===== src/rtl/regfile_pkg.sv =====
// Shared types and helpers for the multi-port register file.
// Clear-sequencer state encoding and depth helper.
package regfile_pkg;

  typedef enum logic {
    RF_INIT  = 1'b0,
    RF_READY = 1'b1
  } rf_state_e;

  function automatic int rf_depth(int aw);
    return 1 << aw;
  endfunction

endpackage


===== src/rtl/regfile_mp_if.sv =====
// Decode/writeback bundle for regfile_mp.
// master drives addresses and strobes, slave is the register file.
interface regfile_mp_if #(
  parameter int DATA_W = 32,
  parameter int ADDR_W = 5,
  parameter int NUM_RD = 2
);
  logic                     init_done;
  logic [NUM_RD*ADDR_W-1:0] rd_addr;
  logic [NUM_RD*DATA_W-1:0] rd_data;
  logic [NUM_RD-1:0]        rd_busy;
  logic                     wr_en;
  logic [ADDR_W-1:0]        wr_addr;
  logic [DATA_W-1:0]        wr_data;
  logic                     iss_en;
  logic [ADDR_W-1:0]        iss_addr;

  modport master (
    input  init_done, rd_data, rd_busy,
    output rd_addr, wr_en, wr_addr, wr_data,
    output iss_en, iss_addr
  );

  modport slave (
    output init_done, rd_data, rd_busy,
    input  rd_addr, wr_en, wr_addr, wr_data,
    input  iss_en, iss_addr
  );
endinterface


===== src/rtl/rf_scoreboard.sv =====
// Busy-bit scoreboard: one bit per register, set on issue,
// cleared on writeback; issue wins on a same-edge collision.
module rf_scoreboard
  import regfile_pkg::*;
#(
  parameter int ADDR_W = 5,
  parameter int NUM_RD = 2
) (
  input  logic                     clk,
  input  logic                     rst_n,
  input  logic                     iss,
  input  logic [ADDR_W-1:0]        iss_addr,
  input  logic                     wr,
  input  logic [ADDR_W-1:0]        wr_addr,
  input  logic [NUM_RD*ADDR_W-1:0] rd_addr,
  output logic [NUM_RD-1:0]        rd_busy
);
  localparam int DEPTH = rf_depth(ADDR_W);

  logic [DEPTH-1:0] busy_q;

  always_ff @(posedge clk or negedge rst_n) begin
    if (!rst_n) begin
      busy_q <= '0;
    end else begin
      if (wr)  busy_q[wr_addr]  <= 1'b0;
      if (iss) busy_q[iss_addr] <= 1'b1;
    end
  end

  always_comb begin
    rd_busy = '0;
    for (int i = 0; i < NUM_RD; i++)
      rd_busy[i] = busy_q[rd_addr[i*ADDR_W +: ADDR_W]];
  end

endmodule


===== src/rtl/regfile_mp.sv =====
// Multi-read-port register file with bypass, zero register,
// busy scoreboard and a post-reset clear sweep.
module regfile_mp
  import regfile_pkg::*;
#(
  parameter int DATA_W   = 32,
  parameter int ADDR_W   = 5,
  parameter int NUM_RD   = 2,
  parameter int ZERO_REG = 1,
  parameter int BYPASS   = 1
) (
  input logic         clk,
  input logic         rst_n,
  regfile_mp_if.slave bus
);
  localparam int DEPTH = rf_depth(ADDR_W);
  localparam logic [ADDR_W:0] LAST =
    (ADDR_W+1)'(DEPTH-1);

  rf_state_e         state_q, state_d;
  logic [ADDR_W:0]   clr_q, clr_d;
  logic [DATA_W-1:0] mem [DEPTH];
  logic              ready, wr_ok, iss_ok;
  logic [NUM_RD-1:0] sb_busy;

  function automatic logic is_zero(
    input logic [ADDR_W-1:0] a
  );
    return (ZERO_REG != 0) && (a == '0);
  endfunction

  always_ff @(posedge clk or negedge rst_n) begin
    if (!rst_n) begin
      state_q <= RF_INIT;
      clr_q   <= '0;
    end else begin
      state_q <= state_d;
      clr_q   <= clr_d;
    end
  end

  always_comb begin
    state_d = state_q;
    clr_d   = clr_q;
    unique case (state_q)
      RF_INIT: begin
        clr_d = clr_q + (ADDR_W+1)'(1);
        if (clr_q == LAST) state_d = RF_READY;
      end
      RF_READY: ;
    endcase
  end

  assign ready  = (state_q == RF_READY);
  assign wr_ok  = ready && bus.wr_en &&
                  !is_zero(bus.wr_addr);
  assign iss_ok = ready && bus.iss_en &&
                  !is_zero(bus.iss_addr);

  // Storage is never reset; the sweep zeroes it instead.
  always_ff @(posedge clk) begin
    if (!ready)
      mem[clr_q[ADDR_W-1:0]] <= '0;
    else if (wr_ok)
      mem[bus.wr_addr] <= bus.wr_data;
  end

  rf_scoreboard #(
    .ADDR_W (ADDR_W),
    .NUM_RD (NUM_RD)
  ) u_sb (
    .clk      (clk),
    .rst_n    (rst_n),
    .iss      (iss_ok),
    .iss_addr (bus.iss_addr),
    .wr       (wr_ok),
    .wr_addr  (bus.wr_addr),
    .rd_addr  (bus.rd_addr),
    .rd_busy  (sb_busy)
  );

  logic [NUM_RD*DATA_W-1:0] rd_data_c;
  logic [NUM_RD-1:0]        rd_busy_c;
  logic [ADDR_W-1:0]        a;

  always_comb begin
    rd_data_c = '0;
    rd_busy_c = '0;
    a         = '0;
    for (int i = 0; i < NUM_RD; i++) begin
      a = bus.rd_addr[i*ADDR_W +: ADDR_W];
      if (ready && !is_zero(a)) begin
        if (BYPASS != 0 && wr_ok && bus.wr_addr == a) begin
          rd_data_c[i*DATA_W +: DATA_W] = bus.wr_data;
        end else begin
          rd_data_c[i*DATA_W +: DATA_W] = mem[a];
          rd_busy_c[i] = sb_busy[i];
        end
      end
    end
  end

  assign bus.rd_data   = rd_data_c;
  assign bus.rd_busy   = rd_busy_c;
  assign bus.init_done = ready;

endmodule


===== src/flat_wrapper.sv =====
// flat-port wrapper written by rule: the top's interface ports become plain ports
module regfile_mp_flat import regfile_pkg::*;
#(
  parameter int DATA_W   = 32,
  parameter int ADDR_W   = 5,
  parameter int NUM_RD   = 2,
  parameter int ZERO_REG = 1,
  parameter int BYPASS   = 1
)
  (clk, rst_n, bus_init_done, bus_rd_data, bus_rd_busy, bus_rd_addr, bus_wr_en, bus_wr_addr, bus_wr_data, bus_iss_en, bus_iss_addr);
  regfile_mp_if #(.DATA_W(DATA_W), .ADDR_W(ADDR_W), .NUM_RD(NUM_RD)) bus_i ();
  input logic clk;
  input logic rst_n;
  output wire logic [$bits(bus_i.init_done)-1:0] bus_init_done;
  output wire logic [$bits(bus_i.rd_data)-1:0] bus_rd_data;
  output wire logic [$bits(bus_i.rd_busy)-1:0] bus_rd_busy;
  input wire logic [$bits(bus_i.rd_addr)-1:0] bus_rd_addr;
  input wire logic [$bits(bus_i.wr_en)-1:0] bus_wr_en;
  input wire logic [$bits(bus_i.wr_addr)-1:0] bus_wr_addr;
  input wire logic [$bits(bus_i.wr_data)-1:0] bus_wr_data;
  input wire logic [$bits(bus_i.iss_en)-1:0] bus_iss_en;
  input wire logic [$bits(bus_i.iss_addr)-1:0] bus_iss_addr;
  assign bus_init_done = bus_i.init_done;
  assign bus_rd_data = bus_i.rd_data;
  assign bus_rd_busy = bus_i.rd_busy;
  assign bus_i.rd_addr = bus_rd_addr;
  assign bus_i.wr_en = bus_wr_en;
  assign bus_i.wr_addr = bus_wr_addr;
  assign bus_i.wr_data = bus_wr_data;
  assign bus_i.iss_en = bus_iss_en;
  assign bus_i.iss_addr = bus_iss_addr;
  regfile_mp #(.DATA_W(DATA_W), .ADDR_W(ADDR_W), .NUM_RD(NUM_RD), .ZERO_REG(ZERO_REG), .BYPASS(BYPASS)) u_core (.clk(clk), .rst_n(rst_n), .bus(bus_i));
endmodule

===== config.mk =====
export PLATFORM = sky130hd
export DESIGN_NAME = regfile_mp_flat
export DESIGN_NICKNAME = d
export VERILOG_FILES = /design/src/rtl/regfile_pkg.sv /design/src/rtl/regfile_mp_if.sv /design/src/rtl/rf_scoreboard.sv /design/src/rtl/regfile_mp.sv /design/src/flat_wrapper.sv
export SDC_FILE = /design/constraint.sdc
export NUM_CORES = 1
export LEC_CHECK = 0
export CAP_MARGIN = 5
export CORE_MARGIN = 2
export CORE_UTILIZATION = 57
export CTS_BUF_LIST = sky130_fd_sc_hd__clkbuf_8
export DETAILED_ROUTE_END_ITERATION = 8
export PLACE_DENSITY = 0.74
export SYNTH_ARGS = -nofsm -noshare
export SYNTH_HDL_FRONTEND = slang
export SYNTH_SLANG_ARGS = --single-unit
export TNS_END_PERCENT = 20

===== constraint.sdc =====
create_clock -name clk -period 6.2 [get_ports clk]
set_input_delay 1.24 -clock clk [delete_from_list [all_inputs] [get_ports clk]]
set_output_delay 1.24 -clock clk [all_outputs]
set_load 0.005 [all_outputs]

# Yosys cells after proc, flatten, opt, wreduce, memory -nomap -nowiden
# Memory sizes are Yosys's and may differ from the RTL's.
# Index checks and enable logic that the tools add are counted.
# word_totals
regBits	39
mem_bits_rw	1024
output_inout_bits	67
memories	1
# mem_list
memory	depth	word_bits	rd	rd_clocked_by_memory_dff	write_ports	line_no	text
u_core.mem	32	32	2	0	1	regfile_mp.sv:22	logic [DATA_W-1:0] mem [DEPTH];
# classes
add_sub_neg	1
n_lt_le_gt_ge	6
n_eq_ne	3
mux	27
bitwise_logic	3
n_reduce_logical	19
# ops
op	count
32-bit two-way mux	7
32-bit bitwise AND	1
32-bit NOT	1
32-bit OR	1
32-bit OR reduction	1
5-bit by 6-bit less-than comparator with 1-bit output, second input constant	4
5-bit zero test	4
1-bit two-way mux	15
1-bit binary-select mux with 5-bit select	2
1-bit demux with 5-bit select	2
5-bit equality test	2
5-bit by 1-bit >= comparator with 1-bit output, second input constant	2
1-bit logical AND	10
6-bit by 1-bit adder with 6-bit output, second input constant	1
6-bit by 5-bit equality test with 1-bit output, second input constant	1
5-bit two-way mux	1
1-bit zero test	4

# Depth between registers and ports, before layout
# Gate-level depths: netlist of run 1.
# logic_depth
ltp_word	9
mapped_depth	10
mapped_depth_nobuf	5

# By module
# A second synthesis of run 1 with hierarchy kept.
# unflattened
hier_cells	3010
area_unflattened_um2	50921.3
# by_module_without_submodules
module	instances	cells_each	area_each_um2	seq_area_each_um2
regfile_mp	1	2803	48967.0	30924.7
rf_scoreboard	1	207	1954.4	800.8

# Worst setup path before layout of run 1
# Ideal clock, no wire load.
# synth_timing
path_type	input-to-reg
start	input port bus_wr_addr[4]
end	memory u_core.mem[20][0] (enable)
setup_time_ps	421
t_arrival_ps	3715
required_ps	5779
setup_slack_ps	2064
stages	6
path_buffers	2
path_cell_list	buf_2 nor3_1 a21o_1 clkbuf_1 a41oi_1 nor2_1
# synth_between
elab_chain_cells	8
elab_cells_between_ends	9
# synth_lines
item	line_no	text
start: declaration	flat_wrapper.sv:19	input wire logic [$bits(bus_i.wr_addr)-1:0] bus_wr_addr;
5-bit zero test	regfile_mp.sv:29	return (ZERO_REG != 0) && (a == '0);
1-bit zero test	regfile_mp.sv:56	!is_zero(bus.wr_addr);
1-bit logical AND	regfile_mp.sv:55	assign wr_ok = ready && bus.wr_en &&
1-bit two-way mux	regfile_mp.sv:64	else if (wr_ok)
1-bit two-way mux	regfile_mp.sv:62	if (!ready)
1-bit two-way mux (implied by the code)	regfile_mp.sv:65	mem[bus.wr_addr] <= bus.wr_data;
32-bit OR reduction (no line)	--	
5-bit two-way mux (no line) / 1-bit two-way mux (equally long branches)	--	
end: declaration	regfile_mp.sv:22	
# Parallel ways exist; a longest one is shown, timed or not.

# Worst setup path after layout of run 1
# layout_timing
start	input port bus_rd_addr[9]
end	output port bus_rd_data[41]
# layout_between
elab_chain_cells	4
elab_cells_between_ends	8
# layout_lines
item	line_no	text
start: declaration	flat_wrapper.sv:17	input wire logic [$bits(bus_i.rd_addr)-1:0] bus_rd_addr;
parallel branches: the longest is 3 deep, another holds memory 32 x 32 bit	--	
32-bit two-way mux (*)	regfile_mp.sv:92	if (ready && !is_zero(a)) begin
end: declaration	flat_wrapper.sv:15	output wire logic [$bits(bus_i.rd_data)-1:0] bus_rd_data;
# Mark *: on every way between the ends.

==> summary.txt, run 1 <==
Pwr
  • PwrDens: 262 nW/um2
  • Int Power: 11.2 mW
  • Switch Pwr: 3.66 mW
  • Total power: 14.9 mW
  • Comb pwr share: about a tenth
  • Clock share of power: 36.9%
  • Peak supply drop: 0.228 mV
  • Leak: 19.9 nW
  • Seq pwr share: a little over half
  • Sw Ratio: 24.5%

Synth
  • Top area cells in the synthesized netlist: edfxtp_1, mux4_2, mux2i_1, dfrtp_1, o221ai_1
  • Synth cell types: 60
  • Avg Cell Area, Syn: 18.3 um2
  • Leading area contributor after synthesis: edfxtp_1
  • Cell area after synthesis: around 50,000 um2
  • Top cell type's share of synthesized area: 60.8%
  • YS warnings: 0
  • Asr flop ratio synth: between 3 and 4%
  • #FFs+latches synth: 1,063
  • Sequential share of the synthesized area: 62.8%
  • Syn Nets: ~2,800
  • Synth Flop Type: edfxtp_1
  • Most common cell in the netlist: edfxtp_1
  • Cells after synthesis: approximately 2,800
  • Post-synth EDFFs: 1,024
  • Post-synth top cells: edfxtp_1, mux4_2, mux2i_1, clkbuf_1, buf_2

Floorplan
  • Core box area: slightly below 90,000 um2
  • Die area: 91,100 um2
  • Rows: roughly 110
  • Top Ports: approximately 120
  • Starting Density: 57.4%
  • Chip Width: 302 um
  • Die H: between 300 and 400 um

Clock tree
  • Clock latency on the worst-skew pair: about 0.85 ns
  • Clock slew at reported path FFs: 0.06 ns
  • Max Root-Sink Buffers: 3
  • Cts bufs inserted: 167
  • Post-CTS Hold Fix Bufs: 0
  • Setup bufs post-CTS: 0
  • CTS tree: yes
  • CTS Sinks: 1,063
  • CTS root buf: clkbuf_8
  • PostCTS Resize Cnt: 0
  • H-tree depth: 4

Worst setup path
  • Cell mode on critical path: clkdlybuf4s50_1
  • Kind of critical path: in2out
  • Crit Path Max Fanout: 31
  • Top Family by Delay on Critical Path: simple AND/OR/NAND/NOR gates
  • CP max-delay cell: nor2_4
  • Critical Path Start Type: primary input
  • Critical path depth: 7
  • WP data required: 4.96 ns
  • WP buf/inv: 3
  • Reg2reg path depth: 6
  • Worst Path Arrival: approximately 4.6 ns
  • Element type at the critical path end: output port
  • CP cell instances: clkdlybuf4s50_1, buf_4, o41ai_1, nor2_4, nand3_1, o211ai_1, clkdlybuf4s50_1
  • Max incr delay on CP: around 1.1 ns

Detailed routing
  • DRC: 0
  • Post-route ant nets: 0
  • Pre-antenna DRT Iters: 6
  • Detailed Route WL: between 150,000 and 200,000 um
  • Avg WL per Cell: ~36 um
  • Starting DRT DRC Count: 4,338
  • Vias: 32,000
  • Via count normalized by instance count: 7.52

Cells and area
  • Layout cells sized above 1: 28.6%
  • Reg area: 31,700 um2
  • Final core occ: 64.5%
  • Multi-input combinational cell area: 17,900 um2
  • Area grow syn2layout: 12.4%
  • Layout net count: around 3,000
  • Fill cell count: around 6,000

Global route
  • Congestion Overflow GR: 0
  • Gr usage total: 34.2%
  • First-pass GRT wire length: 222,000 um
  • Initial antenna violation count: 4
  • Vias in the first global route: 32,700
  • Largest net degree at the start of global routing: 64

Timing
  • Fmax: about 0.17 GHz
  • Tmin final: 5.84 ns
  • Relative slew slack: 4.11%
  • Worst clock skew: 0.0278 ns
  • Setup TNS: 0 ns
  • Unrepaired setup endpoints after global routing: false
  • Fin Hold WS: 0.415 ns
  • Worst-margin pin slew: 1.43 ns
  • Final hold vios: 0
  • # setup viols final: 0
  • Worst setup margin: between 0.3 and 0.4 ns
  • Count of final max-slew check failures: 0
  • Fin crit share: 94.2%

Placement
  • Post-DP HPWL: 91,400 um
  • I/O Buffers: about 120
  • Final weighted congestion in routability-driven placement: around 0.88
  • Pre-CTS setup slack: between 0.5 and 0.6 ns

Flow run
  • Max cap viols: 0

Worst hold path
  • Worst Hold Class: reg2reg
  • Hold path depth: 0

Outcome
  • Status: completed
==> metrics by stage <==
stage	instances	cell area (um2)
after global placement	3963	53800
after global routing	4258	56800
after floorplan	2769	50500
final	4259	56800
after detailed placement	3963	53800
after CTS	4256	56800
==> sequential cells by signal, summed over array words and instances (netlist names) <==
| signal | count |
|---|---|
| u_core.u_sb.busy_q | 32 |
| u_core.mem | 1024 |
| u_core.clr_q | 6 |
| u_core.bus.init_done | 1 |
==> power groups by stage <==
stage	clock [mW]	combinational (mW)	sequential, mW
after floorplan	0	0.852	8.09
after global routing	5.83	1.51	7.95
after CTS	5.53	1.43	7.95
final	5.50	1.45	7.95
after detailed placement	0	1.42	8.10
after global placement	0	1.40	8.09
==> final timing paths <==
check / from / endpoint / slack (ns)
setup / recovery: bus_rd_addr[9] / bus_rd_data[41] / 0.36
hold / removal: u_core.u_sb.busy_q[0] / u_core.u_sb.busy_q[0] / 0.42
setup reg to reg: u_core.bus.init_done / u_core.mem[17][14] / 2.02
hold reg to reg: u_core.u_sb.busy_q[0] / u_core.u_sb.busy_q[0] / 0.42
max in group asynchronous: rst_n / u_core.clr_q[0] / 5.12
min in group asynchronous: rst_n / u_core.u_sb.busy_q[27] / 0.52
==> placed cells by master (no fill, tap or decap), types with 9 or more instances in the layout <==
| cell | netlist | final |
|---|---|---|
| a31oi_1 | 32 | 32 |
| clkdlybuf4s50_1 | 0 | 113 |
| a211o_1 | 28 | 28 |
| xnor2_1 | 10 | 10 |
| a22oi_1 | 29 | 29 |
| o221ai_1 | 93 | 93 |
| nor2_4 | 0 | 34 |
| nor2b_1 | 26 | 24 |
| edfxtp_1 | 1024 | 1024 |
| a21oi_1 | 35 | 34 |
| nand2_1 | 73 | 73 |
| mux2_2 | 14 | 14 |
| clkbuf_8 | 0 | 171 |
| nor3_1 | 10 | 9 |
| dfrtp_1 | 39 | 39 |
| a211oi_1 | 59 | 59 |
| nand3_1 | 76 | 74 |
| o211ai_1 | 31 | 31 |
| and2_1 | 33 | 33 |
| o22ai_1 | 33 | 33 |
| nor2_1 | 62 | 28 |
| o21ai_0 | 64 | 64 |
| clkinv_1 | 1 | 38 |
| buf_12 | 2 | 28 |
| mux4_2 | 461 | 461 |
| mux2i_1 | 185 | 185 |
| buf_4 | 18 | 118 |
| clkinv_2 | 0 | 11 |
| a21o_1 | 32 | 32 |
| inv_1 | 7 | 62 |
==> layer usage <==
| metal | global-route usage (%) | part of all wire [%] | vias up |
|---|---|---|---|
| met4 | 19.0 | 6.0 | 0 |
| met1 | 43.9 | 34 | 16500 |
| li1 | - | - | 12300 |
| met2 | 53.6 | 48 | 2633 |
| met5 | 0 | 0 | - |
| met3 | 9.25 | 12 | 596 |
==> kinds of logic (layout without fill, tap and decap cells) <==
group           Yosys count  count (layout)  share of synthesized area (%)
compound gates          458             458                           6.52
xor+xnor                 15              15                          0.260
fa+ha+maj                 1               1                         0.0248
buf+inv                 244             566                           2.44
flops                  1063            1063                           62.8
mux                     665             665                           24.8
other cells               0               3                              0
simple gates            323             323                           3.21
==> area by class of cell <==
type / instances / area share (%)
diodes: 3 / 0.0132
well taps: 1165 / 2.57
clock inverters: 123 / 1.16
repair buffers: 265 / 4.67
clock buffers: 170 / 4.12
inverters: 8 / 0.0529
flip-flops and latches: 1063 / 55.9
multi-input cells: 1462 / 31.6
Power figures use the tool's default switching activity.
==> run 2, diff against run 1 <==
- CORE_UTILIZATION: 57 -> 55
- PLACE_DENSITY: 0.74 -> 0.72
==> run 2 against run 1 <==
Total power grew 0.51%. Highest routed layer unchanged. Non-clock buffer count up 5. Largest cell class unchanged. Clock-buffer cell count is 3 higher.
==> summary.txt, run 2 (synthesized netlist as in run 1, its figures left out) <==
Timing
  • Tmin final: 5.91 ns (was 5.84 ns)
  • Setup TNS: 0 ns (unchanged)
  • Worst clock skew: 0.0530 ns (was 0.0278 ns)
  • Fmax: 0.169 GHz (was 0.171 GHz)
  • Unrepaired setup endpoints after global routing: false (unchanged)
  • Final hold vios: 0 (unchanged)
  • # setup viols final: 0 (unchanged)
  • Worst-margin pin slew: 1.26 ns (was 1.43 ns)
  • Relative slew slack: 16.0% (was 4.11%)
  • Worst setup margin: 0.289 ns (was 0.361 ns)
  • Count of final max-slew check failures: 0 (unchanged)
  • Fin crit share: 95.3% (was 94.2%)

Cells and area
  • Top flop regs: u_core.mem (1024), u_core.u_sb.busy_q (32), u_core.clr_q (6) (unchanged)
  • Layout net count: 3,033 (was 3,024)
  • Most frequent cells in the layout: edfxtp_1, mux4_2, mux2i_1 (unchanged)
  • Layout cells sized above 1: 29.1% (was 28.6%)
  • Area grow syn2layout: 12.5% (was 12.4%)
  • Max FFs per register: 1,024 (unchanged)
  • Commonest non-fill, non-tap cell in the layout: edfxtp_1 (unchanged)
  • Top reg by flops: u_core.mem (unchanged)

Detailed routing
  • Detailed Route WL: 157,000 um (was 153,000 um)
  • Post-route ant nets: 0 (unchanged)
  • DRC: 0 (unchanged)
  • Avg WL per Cell: 36.5 um (was 36.0 um)
  • Vias: 32,000 (about the same)
  • Pre-antenna DRT Iters: 6 (unchanged)
  • Starting DRT DRC Count: 4,700 (was 4,338)
  • Via count normalized by instance count: 7.44 (was 7.52)

Placement
  • Pre-CTS setup slack: 0.318 ns (was 0.546 ns)
  • Post-DP HPWL: 94,100 um (was 91,400 um)
  • Final weighted congestion in routability-driven placement: 0.912 (was 0.882)
  • I/O Buffers: 122 (unchanged)

Worst setup path
  • Worst Path Arrival: 4.67 ns (was 4.60 ns)
  • Worst R2R End: u_core.mem[16][12] (was u_core.mem[17][14])
  • Worst Setup EP: bus_rd_data[22] (was bus_rd_data[41])
  • Worst R2R Setup Slack: 2.26 ns (was 2.02 ns)
  • Critical Path Start Type: primary input (unchanged)
  • Crit path launch: bus_wr_addr[4] (was bus_rd_addr[9])
  • Kind of critical path: in2out (unchanged)
  • Reg2reg path depth: 6 (unchanged)
  • Worst flop-to-flop path startpoint: u_core.bus.init_done (unchanged)
  • Element type at the critical path end: output port (unchanged)
  • Crit Path Max Fanout: 12 (was 31)
  • WP data required: 4.96 ns (about the same)

Pwr
  • Peak supply drop: 0.229 mV (was 0.228 mV)
  • PwrDens: 263 nW/um2 (was 262 nW/um2)
  • Leak: 20.0 nW (was 19.9 nW)

Global route
  • Congestion Overflow GR: 0 (unchanged)
  • GR Util met3: 8.45% (was 9.25%)
  • Vias in the first global route: 32,400 (was 32,700)
  • Largest net degree at the start of global routing: 60 (was 64)
  • First-pass GRT wire length: 225,000 um (was 222,000 um)
  • Global-route met2 utilization: 51.8% (was 53.6%)
  • Gr usage total: 33.6% (was 34.2%)
  • Initial antenna violation count: 1 (was 4)
  • GRT met1 Usage: 43.9% (about the same)
  • Gr busiest metal: met2 (unchanged)

Floorplan
  • Die H: 307 um (was 302 um)
  • Starting Density: 55.3% (was 57.4%)
  • Top Ports: 123 (unchanged)
  • Die area: 94,300 um2 (was 91,100 um2)
  • Core box area: 91,400 um2 (was 88,100 um2)
  • Chip Width: 307 um (was 302 um)
  • Rows: 111 (was 109)

Clock tree
  • Max Root-Sink Buffers: 3 (unchanged)
  • PostCTS Resize Cnt: 0 (unchanged)
  • CTS root buf: clkbuf_8 (unchanged)
  • Clock latency on the worst-skew pair: 0.87 ns (was 0.85 ns)
  • Clock slew at reported path FFs: 0.06 ns (about the same)
  • Post-CTS Hold Fix Bufs: 0 (unchanged)
  • H-tree depth: 4 (unchanged)
  • CTS Sinks: 1,063 (unchanged)
  • Cts bufs inserted: 171 (was 167)
  • Setup bufs post-CTS: 0 (unchanged)
  • CTS tree: yes (unchanged)

Worst hold path
  • Hold path depth: 0 (unchanged)
  • Worst Hold Class: reg2reg (unchanged)

Outcome
  • Status: completed (unchanged)

Flow run
  • Max cap viols: 0 (unchanged)
==> run 2: cell types whose count changed in the layout (fill, tap and decap cells not counted), sizes merged <==
cell / before / now
inv: 71 / 72
clkinv: 49 / 66
diode: 3 / 2
clkbuf: 171 / 174
clkinvlp: 7 / 4
buf: 151 / 156
bufinv: 4 / 2
==> run 2: how the worst min path moves through the flow <==
| stage | start | to | slack (ns) |
|---|---|---|---|
| after floorplan | u_core.clr_q[5] | u_core.clr_q[5] | 0.44 |
| after global placement | u_core.u_sb.busy_q[0] | u_core.u_sb.busy_q[0] | 0.39 |
| after detailed placement | u_core.u_sb.busy_q[0] | u_core.u_sb.busy_q[0] | 0.40 |
| after CTS | u_core.u_sb.busy_q[0] | u_core.u_sb.busy_q[0] | 0.41 |
| after global routing | u_core.u_sb.busy_q[0] | u_core.u_sb.busy_q[0] | 0.43 |
| final | u_core.u_sb.busy_q[0] | u_core.u_sb.busy_q[0] | 0.42 |
==> run 2: cell type report <==
type / count / area [um2]
Multi-Input combinational cell: 1462 / 17900
Clock buffer: 173 / 2380
Tap cell: 1186 / 1480
Antenna cell: 2 / 5.00
Sequential cell: 1063 / 31700
Timing Repair Buffer: 270 / 2600
Inverter: 8 / 30.0
Fill cell: 6317 / 34500
Clock inverter: 136 / 707
==> run 2: metal layers <==
layer,routed length [um],part of all wire [%]
met1,54400,35
met2,73700,47
met3,18900,12
met4,9820,6.3
met5,0,0
==> run 2: report_power, final <==
part | switching [mW] | leakage [nW] | total [mW] | internal [mW]
clock network | 2.87 | 1.80 | 5.58 | 2.71
registers | 0.0218 | 11.1 | 7.95 | 7.93
logic | 0.860 | 7.07 | 1.45 | 0.585
==> run 2: critical path: stages <==
cell	delay [ns]
clkdlybuf4s50_1	0.62
or3_1	0.56
o31ai_2	0.47
o311ai_4	0.13
buf_4	0.27
a211oi_1	0.69
a211o_1	0.19
clkdlybuf4s50_1	0.50
==> run 2: stage by stage <==
| stage | hold WS (ns) | std cells | power [mW] | utilization [%] | instance area [um2] |
|---|---|---|---|---|---|
| finish | 0.417 | 4300 | 15.0 | 62.2 | 56900 |
| global route | 0.431 | 4299 | 15.4 | 62.2 | 56900 |
| CTS | 0.410 | 4298 | 15.0 | 62.2 | 56800 |
| detailed placement | 0.397 | 3989 | 9.52 | 58.8 | 53800 |
| global placement | 0.394 | 3989 | 9.49 | 58.8 | 53800 |
| floorplan | 0.437 | 2769 | 8.94 | - | 50500 |
